==> src/rtl/ren_wb_pkg.sv <==
// ren_wb_pkg: shared state encoding and bus geometry for the convolver Wishbone master
// Provides: wb_state_e, WB_BYTE_STRIDE, WB_DATA_W, WB_ADR_W, WB_SEL_W
package ren_wb_pkg;
    localparam int WB_BYTE_STRIDE = 4;
    localparam int WB_DATA_W      = 32;
    localparam int WB_ADR_W       = 32;
    localparam int WB_SEL_W       = 4;
    typedef enum logic [2:0] {IDLE, WDAT, BUS, RSP, FIN} wb_state_e;
endpackage

==> src/rtl/ren_wb_tmo_cnt.sv <==
// ren_wb_tmo_cnt: clearable watchdog counter flagging the TIMEOUT_CYCLES-th enabled cycle
// Ports: clk_i clock, rst_i async active-high reset, clr_i restart count,
//        en_i count this cycle, expire_o this enabled cycle reaches TIMEOUT_CYCLES
module ren_wb_tmo_cnt #(
    parameter int TIMEOUT_CYCLES = 255,
    parameter int TMO_WIDTH      = 8
) (
    input  logic clk_i,
    input  logic rst_i,
    input  logic clr_i,
    input  logic en_i,
    output logic expire_o
);
    logic [TMO_WIDTH-1:0] cnt_q, cnt_d;
    assign cnt_d    = clr_i ? '0 : en_i ? cnt_q + TMO_WIDTH'(1) : cnt_q;
    assign expire_o = en_i && (cnt_q == TMO_WIDTH'(TIMEOUT_CYCLES - 1));
    always_ff @(posedge clk_i or posedge rst_i)
        if (rst_i) cnt_q <= '0;
        else cnt_q <= cnt_d;
endmodule

==> src/rtl/ren_conv_wb_master.sv <==
// ren_conv_wb_master: Wishbone classic burst initiator for the convolver array slave bus
// Ports: cmd_* command handshake (we/adr/len/sel), wdat_* write beat stream in,
//        rdat_* read beat stream out, done/err/busy status, wbm_* Wishbone master bus
module ren_conv_wb_master
    import ren_wb_pkg::*;
#(
    parameter int LEN_WIDTH      = 8,
    parameter int TIMEOUT_CYCLES = 255,
    parameter int TMO_WIDTH      = 8
) (
    input  logic                 wb_clk_i,
    input  logic                 wb_rst_i,
    input  logic                 cmd_valid,
    output logic                 cmd_ready,
    input  logic                 cmd_we,
    input  logic [WB_ADR_W-1:0]  cmd_adr,
    input  logic [LEN_WIDTH-1:0] cmd_len,
    input  logic [WB_SEL_W-1:0]  cmd_sel,
    input  logic                 wdat_valid,
    output logic                 wdat_ready,
    input  logic [WB_DATA_W-1:0] wdat_data,
    output logic                 rdat_valid,
    input  logic                 rdat_ready,
    output logic [WB_DATA_W-1:0] rdat_data,
    output logic                 done,
    output logic                 err,
    output logic                 busy,
    output logic                 wbm_cyc_o,
    output logic                 wbm_stb_o,
    output logic                 wbm_we_o,
    output logic [WB_SEL_W-1:0]  wbm_sel_o,
    output logic [WB_ADR_W-1:0]  wbm_adr_o,
    output logic [WB_DATA_W-1:0] wbm_dat_o,
    input  logic                 wbm_ack_i,
    input  logic [WB_DATA_W-1:0] wbm_dat_i
);
    wb_state_e            state_q;
    logic [LEN_WIDTH-1:0] beats_q;
    logic                 tmo_expire;

    // Counter is held clear outside BUS so every beat starts its own watchdog window
    ren_wb_tmo_cnt #(.TIMEOUT_CYCLES(TIMEOUT_CYCLES), .TMO_WIDTH(TMO_WIDTH)) u_tmo (
        .clk_i   (wb_clk_i),
        .rst_i   (wb_rst_i),
        .clr_i   (state_q != BUS),
        .en_i    (state_q == BUS && !wbm_ack_i),
        .expire_o(tmo_expire)
    );

    always_ff @(posedge wb_clk_i or posedge wb_rst_i)
        if (wb_rst_i) begin
            state_q    <= IDLE;
            beats_q    <= '0;
            cmd_ready  <= 1'b0;
            wdat_ready <= 1'b0;
            rdat_valid <= 1'b0;
            rdat_data  <= '0;
            done       <= 1'b0;
            err        <= 1'b0;
            busy       <= 1'b0;
            wbm_cyc_o  <= 1'b0;
            wbm_stb_o  <= 1'b0;
            wbm_we_o   <= 1'b0;
            wbm_sel_o  <= '0;
            wbm_adr_o  <= '0;
            wbm_dat_o  <= '0;
        end else begin
            done <= 1'b0;
            err  <= 1'b0;
            case (state_q)
                IDLE: begin
                    cmd_ready <= 1'b1;
                    if (cmd_valid && cmd_ready) begin
                        cmd_ready  <= 1'b0;
                        busy       <= 1'b1;
                        wbm_we_o   <= cmd_we;
                        wbm_adr_o  <= cmd_adr;
                        wbm_sel_o  <= cmd_sel;
                        beats_q    <= cmd_len;
                        wdat_ready <= cmd_we;
                        wbm_cyc_o  <= !cmd_we;
                        wbm_stb_o  <= !cmd_we;
                        state_q    <= cmd_we ? WDAT : BUS;
                    end
                end
                WDAT: if (wdat_valid) begin
                    wbm_dat_o  <= wdat_data;
                    wdat_ready <= 1'b0;
                    wbm_cyc_o  <= 1'b1;
                    wbm_stb_o  <= 1'b1;
                    state_q    <= BUS;
                end
                BUS: begin
                    // Ack takes priority over a watchdog expiring in the same cycle
                    if (wbm_ack_i) begin
                        wbm_stb_o <= 1'b0;
                        if (!wbm_we_o) begin
                            rdat_data  <= wbm_dat_i;
                            rdat_valid <= 1'b1;
                            state_q    <= RSP;
                        end else if (beats_q == '0) begin
                            wbm_cyc_o <= 1'b0;
                            done      <= 1'b1;
                            state_q   <= FIN;
                        end else begin
                            wbm_adr_o  <= wbm_adr_o + WB_ADR_W'(WB_BYTE_STRIDE);
                            beats_q    <= beats_q - LEN_WIDTH'(1);
                            wdat_ready <= 1'b1;
                            state_q    <= WDAT;
                        end
                    end else if (tmo_expire) begin
                        wbm_cyc_o <= 1'b0;
                        wbm_stb_o <= 1'b0;
                        done      <= 1'b1;
                        err       <= 1'b1;
                        state_q   <= FIN;
                    end
                end
                RSP: if (rdat_ready) begin
                    rdat_valid <= 1'b0;
                    if (beats_q == '0) begin
                        wbm_cyc_o <= 1'b0;
                        done      <= 1'b1;
                        state_q   <= FIN;
                    end else begin
                        wbm_adr_o <= wbm_adr_o + WB_ADR_W'(WB_BYTE_STRIDE);
                        beats_q   <= beats_q - LEN_WIDTH'(1);
                        wbm_stb_o <= 1'b1;
                        state_q   <= BUS;
                    end
                end
                FIN: begin
                    busy      <= 1'b0;
                    cmd_ready <= 1'b1;
                    state_q   <= IDLE;
                end
                default: state_q <= IDLE;
            endcase
        end
endmodule

==> config.mk <==
export PLATFORM = sky130hd
export DESIGN_NAME = ren_conv_wb_master
export DESIGN_NICKNAME = d
export VERILOG_FILES = /design/src/rtl/ren_wb_pkg.sv /design/src/rtl/ren_wb_tmo_cnt.sv /design/src/rtl/ren_conv_wb_master.sv
export SDC_FILE = /design/constraint.sdc
export NUM_CORES = 1
export LEC_CHECK = 0
export CAP_MARGIN = 20
export CORE_MARGIN = 3
export CORE_UTILIZATION = 40
export DETAILED_ROUTE_END_ITERATION = 8
export PLACE_DENSITY = 0.73
export SYNTH_ARGS = -nofsm -noshare
export SYNTH_HDL_FRONTEND = slang
export SYNTH_SLANG_ARGS = --single-unit
==> constraint.sdc <==
create_clock -name wb_clk_i -period 7.7 [get_ports wb_clk_i]
set_input_delay 1.54 -clock wb_clk_i [delete_from_list [all_inputs] [get_ports wb_clk_i]]
set_output_delay 1.54 -clock wb_clk_i [all_outputs]
set_load 0.02 [all_outputs]
== Yosys cells after proc, flatten, opt, wreduce, memory -nomap -nowiden ==
Index checks and enable logic that the tools add are counted.
Cells by class
  divide/modulo/power cells: 0
  muxes and demuxes: 57
  magnitude comparators: 0
  multiply operators: 0
  bitwise logic cells: 1
  equality and inequality tests: 16
  shifts and indexed selects: 0
  add/subtract/negate cells: 3
  reductions and logical operators: 23
Operators with widths (number)
  $mux 32: 5
  $pmux 32 s3: 1
  $mux 8: 7
  $add 32x3->32 const B: 1
  $mux 1: 26
  $mux 3: 8
  $pmux 8 s3: 1
  $reduce_and 6->1: 3
  $ne 2x2->1 const B: 8
  $pmux 3 s4: 1
  $add 8x1->8 const B: 1
  $eq 8x8->1 const B: 1
  $logic_not 8->1: 1
  $pmux 1 s2: 4
  $pmux 1 s4: 2
  $reduce_and 4->1: 2
  $sub 8x1->8 const B: 1
  $eq 3x2->1 const B: 2
  $ne 3x3->1 const B: 2
  $reduce_and 2->1: 3
  $reduce_bool 2->1: 3
  $reduce_bool 3->1: 2
  $reduce_and 5->1: 1
  $reduce_bool 4->1: 1
  other kinds (10): 13
Word-level totals
  register bits: 128
  input port bits: 115
  memories: 0
  output and inout bits: 109
  bits in writable memories: 0
  logic and storage cells: 116
  bits in read-only memories: 0
  bits in latches: 0

== Logic depth before layout (Yosys ltp) ==
  depth in word-level cells: 6
  mapped depth: 8
  depth with buffers taken out: 7

== Hierarchy ==
A second synthesis with hierarchy kept.
Unflattened totals
  cells, all modules: 563
  area, all modules: 6218.5 µm²
Modules (own cells, without submodules)
  ren_conv_wb_master: area each 5786.8 µm², sequential area each 3002.9 µm², cells an instance 519, instances 1
  ren_wb_tmo_cnt: area each 431.7 µm², sequential area each 200.2 µm², cells an instance 44, instances 1

== Least setup slack after synthesis ==
No wires, ideal clock.
  path kind: input -> register
  start: in wbm_ack_i
  end: reg rdat_data[0]
  stages: 5
  buffers on the path: 2
  setup time: 0.125 ns
  required time: 7.575 ns
  slack: 4.656 ns
  data arrival time: 2.919 ns
  path through: clkbuf_1 inv_1 nor3_2 buf_2 mux2_2
Between the ends
  cells in the longest elaborated chain, start to end: 1
RTL lines
  start: declaration: line ren_conv_wb_master.sv:34  | input logic wbm_ack_i,
  $reduce_and 3->1 (no line)
  end signal: assignment: line ren_conv_wb_master.sv:98  | rdat_data <= wbm_dat_i;
  end: declaration: line ren_conv_wb_master.sv:24  | output logic [WB_DATA_W-1:0] rdat_data,
Every way passes these cells.
A chain may end at the register's enable or synchronous reset.

== Worst setup path in the final report ==
  start: in wbm_ack_i
  end: reg wbm_adr_o[25]
Between the ends
  cells in the longest elaborated chain, start to end: 2
RTL lines
  $ne 2x2->1 (no line)
  $reduce_and 5->1 (no line)
  end signal: assignment: line ren_conv_wb_master.sv:77  | wbm_adr_o <= cmd_adr;
  end signal: assignment: line ren_conv_wb_master.sv:106  | wbm_adr_o <= wbm_adr_o + WB_ADR_W'(WB_BYTE_STRIDE);
  end signal: assignment: line ren_conv_wb_master.sv:126  | wbm_adr_o <= wbm_adr_o + WB_ADR_W'(WB_BYTE_STRIDE);
  end: declaration: line ren_conv_wb_master.sv:32  | output logic [WB_ADR_W-1:0] wbm_adr_o,
Every way passes these cells.

==> metrics.yaml <==
clock_tree:
  tritoncts: "done"
  clk_path_buf_depth: 2
  htree_num_levels: 4
  cts_buffers: 17
  cts-root-buf: "clkbuf_16"
  postCtsHoldBufs: 0
  path_clk_slew_ns: 0.05
  clock_sinks: 128
  cts_resized: 0
  worstSkewPairLatency_ns: 0.42
  cts_setup_buffers: 0
finish:
  nNetsFinal: 891
  fin_util: 0.613
  layout-drive-gt1-share: 0.148
  area_growth_pct: 48.0
  nFillCells: 1170
power_and_ir_drop:
  clkPwrFrac: 0.195
  p_int_mw: 2.48
  sw_frac_of_total: 0.395
  vdd_drop_max_v: 0.000222
  pwr-share-seq: 0.311
  leakage_nw: 3.67
  power_frac_comb: 0.494
  p_switching_mw: 1.62
  p_per_area_nw_per_um2: 454
global_route:
  grt_pass1_vias: 5590
  antenna_found_initial: 1
  grtUsageTotal: 0.216
  grt_max_degree: 77
  gr-total-overflow: 0
  grt_pass1_wl_um: 28400
setup_path:
  worstSetupStartpointType: "input port"
  ff2ff_setup_slack_ns: 4.78
  path_class: "in2reg"
  required_ns: 8.00
  setup.worst_path.end_class: "flip-flop"
  cp_data_arrival_time_ns: 3.80
  cp_max_fo: 36
timing:
  period_needed_ns: 3.51
  setup_viol: 0
  worst_pin_slew_ns: 0.992
  slew_headroom: 0.333
  final-hold-violation-count: 0
  fmax_mhz: 285
  tns_ns: 0
  skew_ns: 0.00904
  post-route-period-util: 0.455
  finalMaxSlewViolations: 0
  rsz0062_at_grt: "false"
die:
  dieWidth_um: 130
  die_y_um: 130
  fp-row-count: 44
  io_pins: 224
  initial_utilization: 0.414
  die_area_um2: 16800
  fp.coreArea_um2: 14800
yosys:
  syn-num-nets: 675
  netlist.area_leader.share: 0.524
  async_flop_share: 1.00
  syn_inst: 556
  yosysWarnings: 0
  seq_area_frac_synth: 0.524
  synth_commonest_cells: "128 x dfrtp_1, 70 x mux2_2, 58 x a21oi_1"
  yosys-top-cells-area: "dfrtp_1 52%, mux2_2 13%, a21oi_1 4.8%"
  synth-seq-cells: 128
  syn_area_um2: 6110
  synth_edf_count: 0
  syn_avg_cell_area_um2: 11.0
  synth_top_flop_cell: "dfrtp_1"
  synth.most_common_cell: "dfrtp_1"
  synth_largest_area_cell: "dfrtp_1"
  synthDistinctLibCells: 60
placed_design:
  place_hpwl_um: 13000
  gp_congestion: 0.810
  io_buffers: 223
worst_hold_path:
  hold_path_class: "reg2reg"
route:
  antenna_left: 0
  drt_iter0_markers: 425
  vias: 5404
  drt_pass1_iterations: 5
  wl_um: 18000
  routedWlPerCell_um: 18.6
  vias_per_cell: 5.58
  drc: 0
flow_run:
  maxCapViolCount: 0
run_status:
  status: "finished, final reports clean"
[cells in the final DEF (no fill, tap or decap), types with 6 or more instances in the layout]
cell / Yosys / final
nand4_1: 11 / 11
buf_4: 1 / 6
clkbuf_16: 0 / 17
inv_1: 13 / 12
nand3_1: 13 / 13
and3_1: 7 / 7
nor2_1: 35 / 35
a21oi_1: 58 / 58
o21ai_0: 27 / 27
o22ai_1: 14 / 14
a2bb2oi_1: 6 / 6
nand2_1: 39 / 39
dfrtp_1: 128 / 128
clkdlybuf4s50_1: 0 / 223
mux2_2: 70 / 70
nor3_1: 8 / 7
o22a_1: 8 / 8
[per-layer routing]
metal,track usage,part of all wire,vias to the layer above
met5,0,0,-
met4,0.0801,0.018,0
met3,0.104,0.11,23
met2,0.344,0.48,240
met1,0.255,0.39,2653
li1,-,-,2488
[path summary, 6_finish.rpt]
check / startpoint / to / cells past startpoint
worst max-delay path: wbm_ack_i / wbm_adr_o[25] / 7
worst min-delay path: rdat_data[14] / rdat_data[14] / 1
worst max register to register: state_q[1] / wbm_adr_o[14] / 5
worst min register to register: rdat_data[14] / rdat_data[14] / 1
max in group asynchronous: wb_rst_i / wbm_adr_o[28] / 3
min in group asynchronous: wb_rst_i / wbm_dat_o[3] / 2
[critical path, stage by stage]
cell and delay, ns:
clkdlybuf4s50_1 0.69, nor2_1 0.10, a221o_1 0.36, a211oi_4 0.23
buf_4 0.40, o21ai_0 0.19, a22o_1 0.27
[stage by stage]
stage               setup slack [ns]  hold WS, ns  power [mW]  area (um2)  std cells
floorplan                       2.75        0.501        2.47        6110        556
global placement                3.90        0.471        3.23        8450        936
detailed placement              3.78        0.480        3.31        8450        936
CTS                             4.22        0.494        4.13        9030        966
global route                    4.04        0.511        4.36        9040        968
finish                          4.19        0.494        4.10        9040        968
[power by group through the flow]
| stage | Sequential (mW) | Clock, mW | Combinational, mW |
|---|---|---|---|
| after floorplan | 1.55 | 0 | 0.917 |
| after global placement | 1.26 | 0 | 1.98 |
| after detailed placement | 1.28 | 0 | 2.03 |
| after CTS | 1.27 | 0.816 | 2.04 |
| after global routing | 1.33 | 0.847 | 2.18 |
| final | 1.28 | 0.801 | 2.03 |
[area by class of cell]
class | instances | area, um2 | area share
inverters | 13 | 51.3 | 0.00567
clock inverters | 7 | 110 | 0.0122
repair buffers | 230 | 2280 | 0.252
flip-flops and latches | 128 | 3200 | 0.354
multi-input cells | 382 | 2690 | 0.298
diodes | 1 | 2.50 | 0.000277
clock buffers | 23 | 468 | 0.0518
well taps | 184 | 230 | 0.0255
[flip-flops by register name, summed over array words and instances (netlist names)]
register     cells
beats_q          8
busy             1
cmd_ready        1
done             1
err              1
rdat_data       32
rdat_valid       1
state_q          3
u_tmo.cnt_q      8
wbm_adr_o       32
wbm_cyc_o        1
wbm_dat_o       32
wbm_sel_o        4
wbm_stb_o        1
wbm_we_o         1
wdat_ready       1
[logic make-up (layout without fill, tap and decap cells)]
family / count (synthesis) / in the layout / share of synthesized area
adder cells (fa/ha/maj): 4 / 4 / 0.00820
AND/OR/NAND/NOR: 145 / 145 / 0.124
multiplexers: 75 / 75 / 0.138
XOR/XNOR: 5 / 5 / 0.00717
AO/OA/AOI/OAI: 153 / 153 / 0.161
flip-flops: 128 / 128 / 0.524
buffers and inverters: 46 / 273 / 0.0377
other: 0 / 1 / 0
No activity file was read; power rests on OpenSTA's default activity.
